`src/rtl/dmem_port_arbiter.sv`:
```
// dmem_port_arbiter
//   Shares the single synchronous memory port between the CPU load/store
//   path (port C) and the DMA/UART program loader (port D). One grant per
//   cycle; read data returns one cycle after the grant and is tagged back
//   to the requester that issued it.
//
//   Handshake: a requester raises x_req with a stable payload; the beat is
//   accepted in exactly the cycle x_gnt is high. A refused requester keeps
//   x_req and its payload unchanged until granted. x_rvalid is a one-cycle
//   pulse, with no back-pressure, in the cycle after an accepted read.
//
//   Optional build macro: DMEM_ARB_RR_EN
//     defined   : contention between C and D is resolved round-robin using a
//                 last-winner flop (the port that did not win last time wins).
//     undefined : contention is resolved in favour of the CPU.
//   The D-lock and D-starvation rules take precedence in both builds.

module dmem_port_arbiter #(
   parameter int AW       = 14,
   parameter int DW       = 32,
   parameter int MAX_WAIT = 8
) (
   input  logic          clk,
   input  logic          rst_n,
   input  logic          c_req,
   input  logic [3:0]    c_we,
   input  logic [AW-1:0] c_addr,
   input  logic [DW-1:0] c_wdata,
   output logic          c_gnt,
   output logic          c_rvalid,
   output logic [DW-1:0] c_rdata,
   input  logic          d_req,
   input  logic          d_lock,
   input  logic [3:0]    d_we,
   input  logic [AW-1:0] d_addr,
   input  logic [DW-1:0] d_wdata,
   output logic          d_gnt,
   output logic          d_rvalid,
   output logic [DW-1:0] d_rdata,
   output logic [AW-1:0] m_addr,
   output logic [DW-1:0] m_din,
   output logic [3:0]    m_we,
   input  logic [DW-1:0] m_dout
);

   localparam int WCW = $clog2(MAX_WAIT + 1);
   localparam logic [WCW-1:0] WAIT_MAX = WCW'(MAX_WAIT);

   logic [WCW-1:0] r_wait_cnt;   // cycles D has been refused in a row
   logic           r_lock_q;     // D owns the port for back-to-back beats
   logic [1:0]     r_rd_tag_q;   // {C read in flight, D read in flight}

   logic w_wait_full;
   logic w_c_wins_tie;
   logic w_c_gnt;
   logic w_d_gnt;

`ifdef DMEM_ARB_RR_EN
   logic r_last_q;               // last winner: 0 = C, 1 = D

   // Remember who won the most recent granted beat.
   always_ff @(posedge clk or negedge rst_n) begin
      if (!rst_n) begin
         r_last_q <= 1'b0;
      end else if (w_c_gnt || w_d_gnt) begin
         r_last_q <= w_d_gnt;
      end
   end

   // On contention the port that did not win last time gets the beat.
   always_comb w_c_wins_tie = r_last_q;
`else
   // On contention the CPU always gets the beat.
   always_comb w_c_wins_tie = 1'b1;
`endif

   // D has been refused long enough that it must be served next.
   always_comb w_wait_full = (r_wait_cnt == WAIT_MAX);

   // Grant selection: lock, then starvation guard, then tie-break, then lone requester.
   always_comb begin
      w_c_gnt = 1'b0;
      w_d_gnt = 1'b0;
      if (rst_n) begin
         if (r_lock_q) begin
            // CPU stays blocked while the lock is held, even if D pauses.
            w_d_gnt = d_req;
         end else if (w_wait_full && d_req) begin
            w_d_gnt = 1'b1;
         end else if (c_req && d_req) begin
            w_c_gnt = w_c_wins_tie;
            w_d_gnt = !w_c_wins_tie;
         end else if (c_req) begin
            w_c_gnt = 1'b1;
         end else if (d_req) begin
            w_d_gnt = 1'b1;
         end
      end
   end

   // Memory-side mux; with no winner the CPU payload is presented but not written.
   always_comb begin
      m_addr = w_d_gnt ? d_addr  : c_addr;
      m_din  = w_d_gnt ? d_wdata : c_wdata;
      if (w_c_gnt) begin
         m_we = c_we;
      end else if (w_d_gnt) begin
         m_we = d_we;
      end else begin
         m_we = 4'b0000;
      end
   end

   // Starvation counter for D: counts refused cycles, saturating at the limit.
   always_ff @(posedge clk or negedge rst_n) begin
      if (!rst_n) begin
         r_wait_cnt <= '0;
      end else if (w_d_gnt || !d_req) begin
         r_wait_cnt <= '0;
      end else if (r_wait_cnt != WAIT_MAX) begin
         r_wait_cnt <= r_wait_cnt + WCW'(1);
      end
   end

   // Lock flop: taken on a locked D grant, released when D drops lock or request.
   always_ff @(posedge clk or negedge rst_n) begin
      if (!rst_n) begin
         r_lock_q <= 1'b0;
      end else if (!d_lock || !d_req) begin
         r_lock_q <= 1'b0;
      end else if (w_d_gnt) begin
         r_lock_q <= 1'b1;
      end
   end

   // Tag granted reads so the returning data is steered to the right requester.
   always_ff @(posedge clk or negedge rst_n) begin
      if (!rst_n) begin
         r_rd_tag_q <= 2'b00;
      end else begin
         r_rd_tag_q <= {w_c_gnt && (c_we == 4'b0000), w_d_gnt && (d_we == 4'b0000)};
      end
   end

   // Return path: data is forced to zero whenever it is not valid.
   always_comb begin
      c_gnt    = w_c_gnt;
      d_gnt    = w_d_gnt;
      c_rvalid = r_rd_tag_q[1];
      d_rvalid = r_rd_tag_q[0];
      c_rdata  = r_rd_tag_q[1] ? m_dout : '0;
      d_rdata  = r_rd_tag_q[0] ? m_dout : '0;
   end

endmodule

```
`config.mk`:
```
export PLATFORM = sky130hd
export DESIGN_NAME = dmem_port_arbiter
export DESIGN_NICKNAME = d
export VERILOG_FILES = /design/src/rtl/dmem_port_arbiter.sv
export SDC_FILE = /design/constraint.sdc
export NUM_CORES = 1
export LEC_CHECK = 0
export ABC_AREA = 1
export CAP_MARGIN = 20
export CORE_AREA = 2 2 98 100
export CTS_BUF_LIST = sky130_fd_sc_hd__clkbuf_2 sky130_fd_sc_hd__clkbuf_4 sky130_fd_sc_hd__clkbuf_8
export CTS_CLUSTER_SIZE = 25
export DETAILED_ROUTE_END_ITERATION = 7
export DIE_AREA = 0 0 100 102
export PLACE_DENSITY = 0.65
export SLEW_MARGIN = 20
export SYNTH_ARGS = -nofsm -noshare
export SYNTH_HDL_FRONTEND = slang
export SYNTH_SLANG_ARGS = --single-unit
```
`constraint.sdc`:
```
create_clock -name clk -period 1.6 [get_ports clk]
set_input_delay 0.24 -clock clk [delete_from_list [all_inputs] [get_ports clk]]
set_output_delay 0.24 -clock clk [all_outputs]
set_load 0.01 [all_outputs]
```
==> impl_results.md, run 1 <==
- All-layer global routing usage: 19.5%
- Final #Nets: about 780
- Register-to-Register Setup Slack: -0.06 ns
- Total grt overflow: 0
- Critical path data arrival time: ~1.8 ns
- Synth cell types: 21
- Cell area power density: 290 mW/mm^2
- Flop pwr share: 13.0%
- Worst slew margin relative to its limit: 84.5%
- Max Root-Sink Buffers: 2
- First-pass GRT wire length: 15,500 um
- CTS tree: done
- Via count: 3,060
- First-iteration detailed-routing DRC count: 43
- CTS root buf: clkbuf_8
- Ratio of cells with drive above 1 in the final layout: 32.6%
- Largest net degree at the start of global routing: 17
- Router iterations before antenna repair: 4
- Clock Sinks: 7
- Max Freq: 490 MHz
- Clk slew on worst S/H paths: about 0.040 ns
- HP Class: in2async
- Initial antenna violation count: 0
- Reg-to-reg endpoint: r_lock_q$_DFFE_PN0P_
- Most used cell, CP: buf_12
- H-tree level count: 1
- Dpl ws: -0.712 ns
- Worst-Margin Slew: ~0.23 ns
- Final setup violation count: 53
- Final period utilization: 128%
- Most frequent cells in the layout: nand2_1, clkdlybuf4s50_1, inv_1, nand2_2, buf_2
- RSZ-0062 raised after global routing: yes
- Ant diodes: 0
- Critical Path Slowest Stage Cell: dfrtp_1
- Worst endpoint required time: 1.36 ns
- Row cnt: 35
- Status: finished, violations left
- Wirelength per Cell: around 14 um
- Core Region: 0.00911 mm^2
- Routability Congestion: 0.817
- P_int: 992 uW
- Worst clock skew: 0.00176 ns
- CP Buf/Inv Count: 5
- Most frequent standard cell in the layout excluding fill and tap cells: nand2_1
- Final setup margin: -0.440 ns
- Die W: ~100 um
- CTS buffer count: 3
- Maximum VDD drop: roughly 290 uV
- Inst Count DP: 711
- Die Y-Extent: 102 um
- Worst-path cell chain: inv_2 -> ha_4 -> nand3_4 -> a21oi_4 -> buf_12 -> buf_12 -> buf_8 -> nand2_2 -> o21ai_2 -> buf_2
- Vias per cell: approximately 4.1
- I/O pin total: about 260
- Post-Synthesis Cells: 341
- Post-synthesis sequential area ratio: 11.2%
- Initial Utilization: 17.2%
- Final ANT Viol Nets: 0
- Synth Register Bits: 7
- CP Capture Type: primary output
- Violated checks: setup timing
- WS Path Type: reg2out
- Post-Syn Area: 0.00157 mm^2
- Fin. max-slew vios: 0
- Crit path launch type: flop
- Final core area utilization: 55.7%
- Port Buffers: 254
- Post-Syn Area per Cell: 4.59 um^2
- Crit-path max cell delay: 0.39 ns
- Top Family by Delay on Critical Path: buffers and inverters
- Fin cells: 752
- Post-DP HPWL: around 7600 um
- CP Max Fanout: 7
- P_sw: between 400 and 500 uW
- Fin. Hold Viols: 0
- # DRC: 0
- Vias in the first global route: 3,108
- Routed WL: approximately 11,000 um
- Reg2Reg Depth: 11
- Die ar.: ~0.010 mm^2
- Pleak: 3.13 nW
- Sw frac: 32.5%
- Post-Syn Nets: 480
- Max-cap violation count: 0
- Worst r2r src: r_wait_cnt[0]$_DFFE_PN0P_
- Comb power frac: about two thirds
- YS warnings: 0
- Worst-Skew Late Latency: 0.23 ns
- Final min period: 2.04 ns
- Critical Path Source: r_wait_cnt[0]$_DFFE_PN0P_
- Clock power share: 18.5%
- Area delta synth->final: 224%
==> registers in the layout (all words and copies together) (netlist names) <==
signal	cells
r_wait_cnt	4
r_rd_tag_q	2
r_lock_q	1
==> layer usage <==
layer	vias up	wire [um]	GRT usage, %
met1	1326	3720	19.9
met2	162	5960	39.2
met4	0	212	6.01
met3	12	901	4.17
met5	-	0	0
li1	1560	-	-
==> through the flow <==
stage	total power [mW]	hold slack [ns]	cell area [um^2]	setup TNS, ns
global placement	1.06	0.600	4360	-33.86
floorplan	0.426	-0.0556	1570	0
global route	1.56	0.143	5070	-22.47
detailed placement	1.06	0.615	4360	-34.05
CTS	1.42	0.139	4850	-20.38
finish	1.47	0.130	5070	-18.45
==> Yosys cell counts <==
cell type / count / area [um^2]
nand2_1: 217 / 815
ha_1: 2 / 25.0
nor3_1: 2 / 10.0
nor2_2: 3 / 18.8
xnor2_1: 1 / 8.76
o21ai_0: 2 / 10.0
a21oi_4: 1 / 16.3
nand2_2: 1 / 6.26
nand3_4: 1 / 17.5
nand3_1: 5 / 25.0
buf_6: 5 / 56.3
inv_1: 73 / 274
nand4_1: 3 / 18.8
nor3b_2: 1 / 12.5
buf_2: 4 / 20.0
nor2_1: 4 / 15.0
xor2_1: 1 / 8.76
clkbuf_1: 6 / 22.5
buf_4: 1 / 7.51
inv_2: 1 / 3.75
dfrtp_1: 7 / 175
==> power by group through the flow <==
stage          logic [mW]  registers (mW)  clock network, mW
4_1_cts             0.946           0.191              0.279
3_5_place_dp        0.872           0.192                  0
2_1_floorplan       0.232           0.194                  0
3_3_place_gp        0.866           0.191                  0
5_1_grt              1.08           0.192              0.289
6_report             1.01           0.191              0.272
==> layout make-up <==
cell class,count,area (um^2)
multi-input cells,244,1290
inverters,74,278
flip-flops and latches,7,178
repair buffers,312,3140
fillers,891,4040
well taps,111,139
clock buffers,4,48.8
==> worst max path at each step <==
stage | endpoint | slack, ns | cells after the start
after floorplan | m_din[22] | 0.04 | 7
after global placement | m_din[13] | -0.70 | 9
after detailed placement | m_din[13] | -0.71 | 9
after CTS | m_we[0] | -0.52 | 11
after global routing | m_we[1] | -0.51 | 10
final | m_we[0] | -0.44 | 10
==> what timing repair did <==
action                                  CTS  global route
pin swaps                                10            20
endpoints found under the setup margin  118            81
resized for setup                       363           123
cloned                                   13             2
setup buffers                            23             5
hold buffers                              0             0
==> logic make-up after synthesis <==
group	count (synthesis)	synth area share, %
xor gates and xnor gates	2	1.12
adders and majority gates	2	1.60
and+or+nand+nor	237	59.9
DFF	7	11.2
buffers and inverters	90	24.5
AOI/OAI and AO/OA	3	1.68
No activity file was read; power rests on OpenSTA's default activity.
==> run 2, diff against run 1 <==
RECOVER_POWER = 100   (was unset)
SETUP_SLACK_MARGIN = 0.15   (was unset)
==> run 2 against run 1 <==
Against the previous run:
- worst setup slack better by 0.014 ns
- hold slack better by 0.063 ns
- maximum frequency is 0.71% higher
- critical endpoint is now m_din[20]
- count of clock-buffer cells in the layout stayed put
- wire length is 16% higher
- total power is 12% higher
- via count is 7.9% higher
- sequential cell count stayed put
- clock power hardly changed
- critical path type unchanged
- the run still ends with setup timing left
==> impl_results.md, run 2 (synthesis gave the netlist of run 1 again) <==
- Most frequent standard cell in the layout excluding fill and tap cells: clkdlybuf4s50_1
- H-tree level count: 1 (unchanged)
- Max Freq: 494 MHz (+0.71%)
- WS Path Type: reg2out
- RSZ-0062 raised after global routing: yes
- Worst endpoint required time: 1.36 ns (about the same)
- All-layer global routing usage: 19.4% (-0.058 points)
- Final #Nets: 803 (+2.8%)
- Initial Utilization: 17.2% (unchanged)
- Critical path data arrival time: 1.79 ns (about the same)
- Routed WL: 12,500 um (+16%)
- Die ar.: 0.0102 mm^2 (unchanged)
- Die W: 100 um (unchanged)
- Largest net degree at the start of global routing: 28 (+11)
- Final setup margin: -0.426 ns (+0.0144 ns)
- Worst-Margin Slew: 0.406 ns (+0.174 ns)
- Ant diodes: 0 (unchanged)
- Maximum VDD drop: 188 uV (-35%)
- Total grt overflow: 0 (unchanged)
- Wirelength per Cell: 16.2 um (+13%)
- Largest regs: r_wait_cnt: 4 flops, r_rd_tag_q: 2 flops, r_lock_q: 1 flops
- Area delta synth->final: 291%
- Clock power share: 16.3% (-2.2 points)
- First-iteration detailed-routing DRC count: 47 (+9.3%)
- First-pass GRT wire length: 15,700 um (+1.0%)
- Crit path launch type: flop
- Via count: 3,303 (+7.9%)
- WHS: 0.194 ns (+0.0635 ns)
- Register-to-Register Setup Slack: -0.04 ns (+0.02 ns)
- Setup TNS: -19.81 ns (-1.36 ns)
- Die Y-Extent: 102 um (unchanged)
- Post-DP HPWL: 7770 um (+2.4%)
- Final period utilization: 127% (-0.90 points)
- Clk slew on worst S/H paths: 0.04 ns (about the same)
- Final core area utilization: 67.2% (+11 points)
- CP Max Fanout: 5 (-2)
- P_sw: 566 uW (+18%)
- Max-cap violation count: 0 (unchanged)
- Final ANT Viol Nets: 0 (unchanged)
- Sw frac: 34.3% (+1.7 points)
- Cell area power density: 270 mW/mm^2 (-7.0%)
- Port Buffers: 254 (unchanged)
- Violated checks: setup timing
- CP Capture Type: primary output
- Comb power frac: 72.1% (+3.5 points)
- I/O pin total: 255 (unchanged)
- Fin. Hold Viols: 0 (unchanged)
- Routability Congestion: 0.770 (-5.7%)
- Clock Sinks: 7 (unchanged)
- P_int: 1.08 mW (+9.3%)
- HP Class: in2async
- Core Region: 0.00911 mm^2 (unchanged)
- Fin. max-slew vios: 0 (unchanged)
- # DRC: 0 (unchanged)
- CTS buffer count: 3 (unchanged)
- Most frequent cells in the layout: clkdlybuf4s50_1, buf_6, nand2_2, nand2_4, nand2_1
- Max Root-Sink Buffers: 2 (unchanged)
- CTS tree: done
- Final setup violation count: 78 (+47%)
- Ratio of cells with drive above 1 in the final layout: 63.3% (+31 points)
- Row cnt: 35 (unchanged)
- Vias in the first global route: 3,138 (+0.97%)
- Worst slew margin relative to its limit: 73.0% (-12 points)
- Router iterations before antenna repair: 4 (unchanged)
- Worst-Skew Late Latency: 0.23 ns (about the same)
- Initial antenna violation count: 0 (unchanged)
- Vias per cell: 4.27 (+4.9%)
- Final min period: 2.03 ns (-0.0144 ns)
- Status: finished, violations left
- Pleak: 3.58 nW (+15%)
- Register area: 176 um^2 (-0.70%)
- Flop pwr share: 11.6% (-1.4 points)
- Max reg flops: 4 (unchanged)
- Fillers: 732 (-18%)
- CTS root buf: clkbuf_8
- Reg with most FFs: r_wait_cnt
- Area of the multi-input gates: 0.00177 mm^2 (+37%)
- Worst clock skew: 0.000540 ns (-0.00122 ns)
run 2: path summary, 6_finish.rpt:
| kind | startpoint | end | cells after the start |
|---|---|---|---|
| max | r_wait_cnt[0]$_DFFE_PN0P_ | m_din[20] | 10 |
| min | rst_n | r_lock_q$_DFFE_PN0P_ | 2 |
| max reg2reg | r_wait_cnt[0]$_DFFE_PN0P_ | r_wait_cnt[1]$_DFFE_PN0P_ | 10 |
| min reg2reg | r_wait_cnt[0]$_DFFE_PN0P_ | r_wait_cnt[0]$_DFFE_PN0P_ | 3 |
| max in group asynchronous | rst_n | r_rd_tag_q[0]$_DFF_PN0_ | 2 |
| min in group clk | d_req | r_wait_cnt[3]$_DFFE_PN0P_ | 4 |
run 2: area by class of cell:
type	count	area share (%)
timing repair buffer	334	60.7
multi-input combinational	244	28.8
inverter	74	4.54
sequential	7	2.88
tap	111	2.27
clock buffer	4	0.797
run 2: stage by stage:
step	cells	worst slack, ns	instance area [um^2]	power [mW]
3_3_place_gp	710	-0.698	4500	1.11
5_1_grt	774	-0.509	6120	1.74
2_1_floorplan	341	0.0502	1710	0.469
4_1_cts	756	-0.426	5060	1.48
6_report	774	-0.426	6120	1.65
3_5_place_dp	710	-0.680	4500	1.11
run 2: critical path, cell delays in order (launching register included):
cell and delay [ns]:
dfrtp_1 0.38, inv_2 0.09, ha_4 0.15, nand3_4 0.09
a21oi_4 0.20, buf_12 0.15, buf_12 0.13, clkbuf_16 0.15
nand2_4 0.04, nand2_2 0.06, buf_6 0.09
run 2: timing repair:
item / CTS / global route
setup buffers: 31 / 11
hold buffers: 0 / 0
gates resized for setup: 557 / 293
gates cloned: 11 / 8
setup endpoints to repair: 118 / 116
pin swaps: 12 / 26
run 2: metal layers:
metal | global-route usage (%) | up-vias | routed length [um]
li1 | - | 1612 | -
met2 | 39.7 | 167 | 7100
met3 | 4.31 | 15 | 934
met1 | 20.1 | 1509 | 4290
met4 | 4.11 | 0 | 200
met5 | 0 | - | 0
run 2: power groups by stage:
stage | Combinational (mW) | Sequential, mW | Clock (mW)
2_1_floorplan | 0.275 | 0.194 | 0
3_3_place_gp | 0.915 | 0.191 | 0
3_5_place_dp | 0.921 | 0.191 | 0
4_1_cts | 1.02 | 0.191 | 0.271
5_1_grt | 1.26 | 0.192 | 0.284
6_report | 1.19 | 0.191 | 0.269
==> run 3, diff against run 2 <==
CTS_CLUSTER_DIAMETER = 40   (was unset)
==> results of run 3 <==
The final DEF is identical to that of run 2; final timing and power are the same.
